File: src/rtl/ili9341_pkg.sv
// Shared types and constants for the ILI9341 command scheduler.
// The window-setup byte sequence lives here so the scheduler only indexes it.
package ili9341_pkg;

    typedef enum logic [3:0] {
        ST_RST_LO,
        ST_RST_WAIT,
        ST_FETCH,
        ST_SEND,
        ST_DELAY,
        ST_IDLE,
        ST_WIN,
        ST_PIX_WAIT,
        ST_PIX_HI,
        ST_PIX_LO
    } state_t;

    localparam logic [1:0] OP_CMD   = 2'b00;
    localparam logic [1:0] OP_DATA  = 2'b01;
    localparam logic [1:0] OP_DELAY = 2'b10;
    localparam logic [1:0] OP_END   = 2'b11;

    localparam logic [7:0] CMD_SWRESET = 8'h01;
    localparam logic [7:0] CMD_SLPOUT  = 8'h11;
    localparam logic [7:0] CMD_DISPON  = 8'h29;
    localparam logic [7:0] CMD_CASET   = 8'h2A;
    localparam logic [7:0] CMD_PASET   = 8'h2B;
    localparam logic [7:0] CMD_RAMWR   = 8'h2C;
    localparam logic [7:0] CMD_MADCTL  = 8'h36;
    localparam logic [7:0] CMD_COLMOD  = 8'h3A;

    localparam logic [3:0] WIN_LAST_IDX = 4'd10;

    // Returns {dc, byte} for position idx of the full-frame window setup.
    function automatic logic [8:0] win_entry(input logic [3:0]  idx,
                                             input logic [15:0] wm1,
                                             input logic [15:0] hm1);
        logic [8:0] e;
        case (idx)
            4'd0:    e = {1'b0, CMD_CASET};
            4'd1:    e = {1'b1, 8'h00};
            4'd2:    e = {1'b1, 8'h00};
            4'd3:    e = {1'b1, wm1[15:8]};
            4'd4:    e = {1'b1, wm1[7:0]};
            4'd5:    e = {1'b0, CMD_PASET};
            4'd6:    e = {1'b1, 8'h00};
            4'd7:    e = {1'b1, 8'h00};
            4'd8:    e = {1'b1, hm1[15:8]};
            4'd9:    e = {1'b1, hm1[7:0]};
            default: e = {1'b0, CMD_RAMWR};
        endcase
        return e;
    endfunction

endpackage

File: src/rtl/ili9341_init_rom.sv
// Panel power-on command list as a combinational lookup: {op[1:0], val[7:0]}.
// Delay values are in DELAY_UNIT_CYC units as interpreted by the scheduler.
module ili9341_init_rom
    import ili9341_pkg::*;
#(
    parameter int AW = 6
) (
    input  logic [AW-1:0] addr,
    output logic [9:0]    entry
);

    always_comb begin
        entry = {OP_END, 8'h00};
        case (int'(addr))
            0:       entry = {OP_CMD,   CMD_SWRESET};
            1:       entry = {OP_DELAY, 8'd5};
            2:       entry = {OP_CMD,   CMD_SLPOUT};
            3:       entry = {OP_DELAY, 8'd120};
            4:       entry = {OP_CMD,   CMD_COLMOD};
            5:       entry = {OP_DATA,  8'h55};
            6:       entry = {OP_CMD,   CMD_MADCTL};
            7:       entry = {OP_DATA,  8'h48};
            8:       entry = {OP_CMD,   CMD_DISPON};
            default: entry = {OP_END,   8'h00};
        endcase
    end

endmodule

File: src/rtl/ili9341_cmd_sched.sv
// ILI9341 scheduler: hardware reset, init ROM replay with delays, then
// per-request frame streaming (window setup, RAMWR, RGB565 pixels).
module ili9341_cmd_sched
    import ili9341_pkg::*;
#(
    parameter int WIDTH          = 240,
    parameter int HEIGHT         = 320,
    parameter int RST_PULSE_CYC  = 10000,
    parameter int RST_WAIT_CYC   = 120000,
    parameter int DELAY_UNIT_CYC = 1000,
    parameter int ROM_DEPTH      = 64
) (
    input  logic        clk,
    input  logic        rst,
    input  logic        frame_start,
    input  logic [15:0] pix_data,
    input  logic        pix_valid,
    output logic        pix_ready,
    output logic [7:0]  tx_data,
    output logic        tx_dc,
    output logic        tx_valid,
    input  logic        tx_ready,
    output logic        lcd_rst_n,
    output logic        init_done,
    output logic        frame_done,
    output logic        busy
);

    localparam int          AW        = (ROM_DEPTH > 1) ? $clog2(ROM_DEPTH) : 1;
    localparam logic [16:0] PIX_TOTAL = 17'(WIDTH * HEIGHT);
    localparam logic [15:0] WM1       = 16'(WIDTH - 1);
    localparam logic [15:0] HM1       = 16'(HEIGHT - 1);

    state_t        state_reg, state_next;
    logic [31:0]   cnt_reg, cnt_next;
    logic [AW-1:0] addr_reg, addr_next;
    logic [7:0]    byte_reg, byte_next;
    logic          dc_reg, dc_next;
    logic [3:0]    win_idx_reg, win_idx_next;
    logic [15:0]   pix_reg, pix_next;
    logic [16:0]   pix_cnt_reg, pix_cnt_next;
    logic          pending_reg, pending_next;
    logic          init_done_reg, init_done_next;
    logic          frame_done_reg, frame_done_next;
    logic          pix_ready_reg;
    logic          lcd_rst_n_reg;

    logic [9:0]    rom_entry;
    logic [1:0]    rom_op;
    logic [7:0]    rom_val;
    logic [AW-1:0] addr_inc;
    logic [8:0]    win_e;

    ili9341_init_rom #(
        .AW(AW)
    ) u_rom (
        .addr  (addr_reg),
        .entry (rom_entry)
    );

    assign rom_op   = rom_entry[9:8];
    assign rom_val  = rom_entry[7:0];
    assign addr_inc = (addr_reg == AW'(ROM_DEPTH - 1)) ? '0 : addr_reg + AW'(1);
    assign win_e    = win_entry(win_idx_reg, WM1, HM1);

    always_comb begin
        state_next      = state_reg;
        cnt_next        = cnt_reg;
        addr_next       = addr_reg;
        byte_next       = byte_reg;
        dc_next         = dc_reg;
        win_idx_next    = win_idx_reg;
        pix_next        = pix_reg;
        pix_cnt_next    = pix_cnt_reg;
        pending_next    = pending_reg;
        init_done_next  = init_done_reg;
        frame_done_next = 1'b0;

        // Requests arriving before init completes are held until IDLE.
        if (frame_start && !init_done_reg) begin
            pending_next = 1'b1;
        end

        case (state_reg)
            ST_RST_LO: begin
                if (cnt_reg == 32'd0) begin
                    state_next = ST_RST_WAIT;
                    cnt_next   = 32'(RST_WAIT_CYC - 1);
                end else begin
                    cnt_next = cnt_reg - 32'd1;
                end
            end
            ST_RST_WAIT: begin
                if (cnt_reg == 32'd0) begin
                    state_next = ST_FETCH;
                end else begin
                    cnt_next = cnt_reg - 32'd1;
                end
            end
            ST_FETCH: begin
                case (rom_op)
                    OP_CMD, OP_DATA: begin
                        byte_next  = rom_val;
                        dc_next    = rom_op[0];
                        state_next = ST_SEND;
                    end
                    OP_DELAY: begin
                        if (rom_val == 8'd0) begin
                            addr_next = addr_inc;
                        end else begin
                            cnt_next   = 32'(rom_val) * 32'(DELAY_UNIT_CYC) - 32'd1;
                            state_next = ST_DELAY;
                        end
                    end
                    default: begin
                        init_done_next = 1'b1;
                        state_next     = ST_IDLE;
                    end
                endcase
            end
            ST_SEND: begin
                if (tx_ready) begin
                    addr_next  = addr_inc;
                    state_next = ST_FETCH;
                end
            end
            ST_DELAY: begin
                if (cnt_reg == 32'd0) begin
                    addr_next  = addr_inc;
                    state_next = ST_FETCH;
                end else begin
                    cnt_next = cnt_reg - 32'd1;
                end
            end
            ST_IDLE: begin
                if (pending_reg || frame_start) begin
                    pending_next = 1'b0;
                    win_idx_next = 4'd0;
                    state_next   = ST_WIN;
                end
            end
            ST_WIN: begin
                if (tx_ready) begin
                    if (win_idx_reg == WIN_LAST_IDX) begin
                        pix_cnt_next = 17'd0;
                        state_next   = ST_PIX_WAIT;
                    end else begin
                        win_idx_next = win_idx_reg + 4'd1;
                    end
                end
            end
            ST_PIX_WAIT: begin
                if (pix_valid && pix_ready_reg) begin
                    pix_next   = pix_data;
                    state_next = ST_PIX_HI;
                end
            end
            ST_PIX_HI: begin
                if (tx_ready) begin
                    state_next = ST_PIX_LO;
                end
            end
            ST_PIX_LO: begin
                if (tx_ready) begin
                    if (pix_cnt_reg + 17'd1 == PIX_TOTAL) begin
                        pix_cnt_next    = 17'd0;
                        frame_done_next = 1'b1;
                        state_next      = ST_IDLE;
                    end else begin
                        pix_cnt_next = pix_cnt_reg + 17'd1;
                        state_next   = ST_PIX_WAIT;
                    end
                end
            end
            default: state_next = ST_RST_LO;
        endcase
    end

    always_ff @(posedge clk) begin
        if (rst) begin
            state_reg      <= ST_RST_LO;
            cnt_reg        <= 32'(RST_PULSE_CYC - 1);
            addr_reg       <= '0;
            byte_reg       <= 8'h00;
            dc_reg         <= 1'b0;
            win_idx_reg    <= 4'd0;
            pix_reg        <= 16'h0000;
            pix_cnt_reg    <= 17'd0;
            pending_reg    <= 1'b0;
            init_done_reg  <= 1'b0;
            frame_done_reg <= 1'b0;
            pix_ready_reg  <= 1'b0;
            lcd_rst_n_reg  <= 1'b0;
        end else begin
            state_reg      <= state_next;
            cnt_reg        <= cnt_next;
            addr_reg       <= addr_next;
            byte_reg       <= byte_next;
            dc_reg         <= dc_next;
            win_idx_reg    <= win_idx_next;
            pix_reg        <= pix_next;
            pix_cnt_reg    <= pix_cnt_next;
            pending_reg    <= pending_next;
            init_done_reg  <= init_done_next;
            frame_done_reg <= frame_done_next;
            pix_ready_reg  <= (state_next == ST_PIX_WAIT);
            lcd_rst_n_reg  <= (state_next != ST_RST_LO);
        end
    end

    // Byte outputs decode from registered state only, so they hold steady under backpressure.
    always_comb begin
        tx_valid = 1'b0;
        tx_data  = 8'h00;
        tx_dc    = 1'b0;
        case (state_reg)
            ST_SEND: begin
                tx_valid = 1'b1;
                tx_data  = byte_reg;
                tx_dc    = dc_reg;
            end
            ST_WIN: begin
                tx_valid = 1'b1;
                tx_data  = win_e[7:0];
                tx_dc    = win_e[8];
            end
            ST_PIX_HI: begin
                tx_valid = 1'b1;
                tx_data  = pix_reg[15:8];
                tx_dc    = 1'b1;
            end
            ST_PIX_LO: begin
                tx_valid = 1'b1;
                tx_data  = pix_reg[7:0];
                tx_dc    = 1'b1;
            end
            default: ;
        endcase
    end

    assign pix_ready  = pix_ready_reg;
    assign lcd_rst_n  = lcd_rst_n_reg;
    assign init_done  = init_done_reg;
    assign frame_done = frame_done_reg;
    assign busy       = (state_reg != ST_IDLE);

endmodule
File: config.mk
export PLATFORM = sky130hd
export DESIGN_NAME = ili9341_cmd_sched
export DESIGN_NICKNAME = d
export VERILOG_FILES = /design/src/rtl/ili9341_pkg.sv /design/src/rtl/ili9341_init_rom.sv /design/src/rtl/ili9341_cmd_sched.sv
export SDC_FILE = /design/constraint.sdc
export NUM_CORES = 1
export LEC_CHECK = 0
export BUFFER_PORTS_ARGS = -buffer_cell sky130_fd_sc_hd__buf_2
export CORE_MARGIN = 1
export CORE_UTILIZATION = 25
export DETAILED_ROUTE_END_ITERATION = 10
export PLACE_DENSITY = 0.5
export SLEW_MARGIN = 30
export SYNTH_ARGS = -nofsm -noshare
export SYNTH_HDL_FRONTEND = slang
export SYNTH_SLANG_ARGS = --single-unit
File: constraint.sdc
create_clock -name clk -period 7.4 [get_ports clk]
set_input_delay 1.48 -clock clk [delete_from_list [all_inputs] [get_ports clk]]
set_output_delay 1.48 -clock clk [all_outputs]
set_load 0.005 [all_outputs]
Word-level counts from Yosys, hierarchy flattened
Memory sizes are Yosys's and may differ from the RTL's. A register that Yosys moved wholly into a read port is not among the register bits.
Cells that the tools add are included.
{ "classes": {"add_sub_neg": 5, "n_mul": 1, "n_div": 0, "n_lt_le_gt_ge": 0, "eq_ne": 27, "shifts": 0, "muxes": 45, "bitwise": 3, "n_reduce_logical": 27} }
{ "ops": {"columns": ["operator", "count"], "rows": [
  ["32-bit 2-to-1 mux", 4],
  ["32-bit one-hot mux with 3 select lines", 1],
  ["17-bit 2-to-1 mux", 4],
  ["4-bit 2-to-1 mux", 17],
  ["4-bit one-hot mux with 9 select lines", 1],
  ["17-bit one-hot mux with 2 select lines", 1],
  ["32-bit zero test", 1],
  ["8-bit one-hot mux with 4 select lines", 1],
  ["32-bit by 1-bit subtractor with 32-bit output, second input constant", 1],
  ["6-bit 2-to-1 mux", 5],
  ["2-bit != test, second input constant", 11],
  ["4-bit by 3-bit == test with 1-bit output, second input constant", 5],
  ["18-bit by 1-bit subtractor with 19-bit output, second input constant", 1],
  ["6-bit one-hot mux with 3 select lines", 1],
  ["17-bit by 1-bit adder with 17-bit output, second input constant", 1],
  ["17-bit == test, second input constant", 1],
  ["4-bit one-hot mux with 2 select lines", 2],
  ["8-bit by 7-bit multiplier with 15-bit output, second input constant", 1],
  ["4-bit == test, second input constant", 3],
  ["4-bit AND reduction", 3],
  ["10-bit 2-to-1 mux", 1],
  ["4-bit by 2-bit == test with 1-bit output, second input constant", 2],
  ["8-bit zero test", 1],
  ["6-bit by 1-bit adder with 6-bit output, second input constant", 1],
  ["other kinds (23)", 38]
]} }
{ "word_totals": {"register_bits": 93, "latch_bits": 0, "ram_bits": 0, "mem_bits_ro": 288, "input_bits": 21, "elab_cells": 123, "mem_count": 2} }
{ "memory_table": {"columns": ["memory", "depth", "word_bits", "rd", "rd_ports_with_merged_regs", "wr", "line", "source"], "rows": [
  ["(no name shown)", 16, 9, 1, 1, 0, "ili9341_pkg.sv:39", "case (idx)"],
  ["(no name shown)", 16, 9, 1, 1, 0, "ili9341_init_rom.sv:14", "case (int'(addr))"]
]} }

Longest topological paths before layout
{ "logic_depth": {"ltp_word": 8, "depth_mapped": 19, "ltp_nobuf": 17} }

Modules after synthesis
Synthesis repeated with hierarchy kept, for this count alone.
{ "hier_totals": {"cells_unflattened": 962, "area_unflattened_um2": 7453.4} }
{ "by_module_without_submodules": {"columns": ["mod", "n_inst", "cells_per_inst", "area_each_um2"], "rows": [
  ["ili9341_cmd_sched", 1, 931, 7230.7],
  ["ili9341_init_rom", 1, 31, 222.7]
]} }

Worst setup path before layout
Ideal clock, no wire load.
{ "synth_timing": {"path_type": "register to register", "from": "reg addr_reg[4]", "to": "reg cnt_reg[16]", "setup_time_ps": 120, "t_arrival_ps": 5201, "required_ps": 7280, "slack_ps": 2079, "stages_incl_launch_ff": 18, "n_path_buf": 1, "path_cell_list": "dfxtp_1 -> nor2_1 -> clkbuf_1 -> nand2_1 -> inv_1 -> fa_1 -> fa_1 -> inv_1 -> fa_1 -> fa_1 -> inv_1 -> ha_1 -> o21ai_0 -> o211a_1 -> a311oi_1 -> nand4_1 -> or4_1 -> a211o_1"} }
{ "synth_between": {"elab_chain_len": 7} }
{ "synth_rtl": {"columns": ["item", "line", "source"], "rows": [
  ["start, declared", "ili9341_cmd_sched.sv:36", "logic [AW-1:0] addr_reg, addr_next;"],
  ["start signal, assigned", "ili9341_cmd_sched.sv:197", "addr_reg <= addr_next;"],
  ["2-bit zero test *", "ili9341_init_rom.sv:14", null],
  ["10-bit 2-to-1 mux *", "ili9341_init_rom.sv:14", null],
  ["via rom_entry[0]", "ili9341_cmd_sched.sv:48", "logic [9:0] rom_entry;"],
  ["8-bit by 7-bit multiplier with 15-bit output", "ili9341_cmd_sched.sv:111", "cnt_next = 32'(rom_val) * 32'(DELAY_UNIT_CYC) - 32'd1;"],
  ["18-bit by 1-bit subtractor with 19-bit output", "ili9341_cmd_sched.sv:111", null],
  ["32-bit 2-to-1 mux", "ili9341_cmd_sched.sv:108", "if (rom_val == 8'd0) begin"],
  ["32-bit 2-to-1 mux", "ili9341_cmd_sched.sv:101", "case (rom_op)"],
  ["32-bit one-hot mux with 3 select lines", "ili9341_cmd_sched.sv:84", "case (state_reg)"],
  ["end signal, assigned", "ili9341_cmd_sched.sv:182", "cnt_reg <= 32'(RST_PULSE_CYC - 1);"],
  ["end signal, assigned", "ili9341_cmd_sched.sv:196", "cnt_reg <= cnt_next;"],
  ["end, declared", "ili9341_cmd_sched.sv:35", "logic [31:0] cnt_reg, cnt_next;"]
]} }
Mark *: on every way through the listed nets, which the timed path passes. The rest lies on a longest branch. The select of a mux whose other input is x is not followed.
A chain may end at the register's enable or synchronous reset.

Worst setup path after layout
{ "layout_timing": {"from": "reg addr_reg[4]", "to": "reg cnt_reg[25]"} }
Same word-level chain as after synthesis.

==> impl_metrics.ini <==
[status]
status = complete, no violations

[sta]
layout_setup_ws_ps = 1410
fin_skew_ps = 7.90
finalCriticalPeriod_ps = 5990
setup_viol = 0
slew_headroom = 0.419
finalHoldViolations = 0
rsz0062_at_grt = no
slew_violations = 0
worst_pin_slew_ps = 870
fin_setup_tns_ps = 0
post-route-period-util = 0.809
maxClockFrequency_mhz = 167

[logic_synthesis]
synth_area_per_cell_um2 = 7.74
ys_seq_elements = 108
seq_area_frac_synth = 0.280
synthFlopType = dfxtp_1
ys_types = 78
synth_nets = 1082
synthCells = 997
yosys_warnings = 0
netlist_area_um2 = 7720
synthArstFlopShare = 0
synth-edff-count = 0

[power_and_ir_drop]
peakVddDrop_uv = 110
p_sw_mw = 0.277
power_frac_clock = 0.464
combPwrFrac = 0.023
power_density_nw_per_um2 = 133
switching_share = 0.243
p_leak_nw = 3.29
p_int_mw = 0.863
p_seq_frac = 0.512

[cells_and_area]
diodes = 0
fill_cells = 3269
fin_area_um2 = 8590
syn2layout_area_growth_pct = 11.2
drive_gt1_frac = 0.0807
final_util = 0.286
largest_register_ffs = 32
fin_nets = 1084

[critical_path]
critPathKind = flop to flop
arrival_ps = 6270
path_buf_inv = 3
crit_family = adder cells
crit_slowest_cell = nor2_1
crit_top_cell = fa_1
cpPeakStageDelay_ps = 620
cp_data_required_time_ps = 7680
crit_chain = nor2_1 > nand2_1 > inv_1 > fa_1 > fa_1 > inv_1 > fa_1 > fa_1 > inv_1 > ha_1 > o21ai_0 > o211a_1 > a311oi_1 > nand4_1 > nor4_1 > nand4_1 > o21ai_0
rr_startpoint = addr_reg[4]
critPathLaunch = addr_reg[4]
worst_setup_path_end_kind = flop
critPathLaunchType = flop
cp_max_fo = 14

[min_path]
min_from = pix_reg[11]
hold_class = flop to flop

[clock_tree]
htreeDepth = 3
cts_buffers = 9
post_cts.repair.setup_buffers = 0
path_clk_slew_ps = 80
clock_path_buffers = 2
cts_resized = 0
numClockSinks = 108
clock-root-buffer = clkbuf_16
clock_latency_ps = 370
ctsHoldBuffers = 0
cts_tree = built

[floorplanning]
coreArea_um2 = 30000
die_x_um = 178
boundaryPins = 36
fp.dieArea_um2 = 31600
row_count = 63
start_util = 0.257
die_h_um = 178

[drt]
viasPerCell = 5.13
routedWlPerCell_um = 15.1
route.vias.total = 7155
drt_pre_antenna_iters = 5
drc = 0
drt-total-wl_mm = 21.0
postRouteAntennaNets = 0
drt_iter0_drc = 504

[grt]
grt_pass1_wl_mm = 34.7
grt_overflow = 0
grt_pass1_vias = 6656
grt_max_degree = 58
grt_usage = 0.137
antenna_found_initial = 0

[placed_design]
place_congestion = 0.800
placed_cell_area_um2 = 8250
hpwl_mm = 15.4
dp_slack_ps = 1470
port_buffers = 35

[flow_run]
drv_cap = 0
==> through the flow <==
stage,instances,power (mW),hold slack [ps]
2_1_floorplan,997,0.612,436
3_3_place_gp,1378,0.624,444
3_5_place_dp,1378,0.624,449
4_1_cts,1394,1.15,461
5_1_grt,1394,1.18,476
6_report,1394,1.14,458
==> path summary, 6_finish.rpt <==
kind                       to  slack [ps]  cells past startpoint
setup reg to reg  cnt_reg[25]        1410                     17
hold / removal    pix_reg[11]         460                      2
setup / recovery  cnt_reg[25]        1410                     17
hold reg to reg   pix_reg[11]         460                      2
==> kinds of logic (layout without fill, tap and decap cells) <==
| logic type | Yosys count | after routing | synth area share |
|---|---|---|---|
| DFF | 108 | 108 | 0.280 |
| muxes | 19 | 19 | 0.0248 |
| and+or+nand+nor | 404 | 404 | 0.261 |
| xor gates and xnor gates | 33 | 33 | 0.0374 |
| AOI/OAI and AO/OA | 270 | 270 | 0.228 |
| buffers and inverters | 98 | 105 | 0.0488 |
| adders and majority gates | 65 | 65 | 0.121 |
==> worst min-delay path, stage by stage (launching register included) <==
cell and delay (ps):
dfxtp_1 320, nand2_1 50, a21oi_1 50
==> cells in the mapped netlist, types with 3 or more instances <==
cell type | count | area share
o22ai_1 | 13 | 0.011
and3_1 | 7 | 0.0057
nand2b_1 | 12 | 0.0097
nand3b_1 | 4 | 0.0039
inv_1 | 44 | 0.021
o31ai_1 | 6 | 0.0058
buf_1 | 3 | 0.0015
a21oi_1 | 71 | 0.046
a22oi_1 | 14 | 0.014
or4_1 | 9 | 0.0087
o21a_1 | 5 | 0.0049
nor3b_1 | 8 | 0.0078
mux2i_1 | 18 | 0.023
nor3_1 | 32 | 0.021
nor2_1 | 97 | 0.047
or2_2 | 4 | 0.0032
ha_1 | 48 | 0.078
nor4_1 | 18 | 0.015
a31oi_1 | 16 | 0.013
fa_1 | 16 | 0.041
o211ai_1 | 5 | 0.0049
o21ai_0 | 67 | 0.043
nor2b_1 | 13 | 0.011
dfxtp_1 | 108 | 0.28
and2_1 | 8 | 0.0065
a21o_1 | 5 | 0.0049
a32oi_1 | 7 | 0.0079
clkbuf_1 | 41 | 0.020
a221o_1 | 5 | 0.0065
nand2_1 | 109 | 0.053
a311oi_1 | 5 | 0.0057
xor2_1 | 12 | 0.014
nand3_1 | 40 | 0.026
xnor2_1 | 21 | 0.024
buf_2 | 7 | 0.0045
and4_1 | 3 | 0.0034
a211oi_1 | 15 | 0.015
nand4_1 | 20 | 0.016
or3_1 | 5 | 0.0041
==> cell usage in the layout (no fill, tap or decap), types with 9 or more instances in the layout <==
master | netlist | routed
nand3_1 | 40 | 40
mux2i_1 | 18 | 18
xnor2_1 | 21 | 21
nand2_1 | 109 | 109
or4_1 | 9 | 9
fa_1 | 16 | 16
a31oi_1 | 16 | 16
ha_1 | 48 | 48
o21ai_0 | 67 | 67
clkbuf_16 | 0 | 9
nand2b_1 | 12 | 12
nor3_1 | 32 | 31
a21oi_1 | 71 | 71
buf_2 | 7 | 35
nor2_1 | 97 | 97
nor2b_1 | 13 | 13
dfxtp_1 | 108 | 108
xor2_1 | 12 | 12
a211oi_1 | 15 | 15
nand4_1 | 20 | 20
nor4_1 | 18 | 17
inv_1 | 44 | 44
o22ai_1 | 13 | 13
a22oi_1 | 14 | 14
==> layer usage <==
layer,vias to the layer above,global-route usage,share of wire
met3,15,0.0242,0.039
met2,143,0.211,0.43
met4,0,0.0335,0.012
met5,-,0,0
met1,3363,0.194,0.51
li1,3634,-,-
==> power by group through the flow <==
stage / clock [mW] / sequential (mW) / combinational [mW]
after floorplan: 0 / 0.597 / 0.0147
after global placement: 0 / 0.598 / 0.0264
after detailed placement: 0 / 0.598 / 0.0264
after CTS: 0.543 / 0.584 / 0.0266
after global routing: 0.567 / 0.584 / 0.0293
final: 0.529 / 0.584 / 0.0265
==> final cells by class <==
cell class	count	area [µm²]	area share
inverters	47	176	0.0205
repair buffers	42	228	0.0265
clock inverters	7	97.6	0.0114
well taps	390	488	0.0568
flip-flops and latches	108	2160	0.252
clock buffers	9	225	0.0262
multi-input cells	791	5210	0.607
No activity file was read; power rests on OpenSTA's default activity.
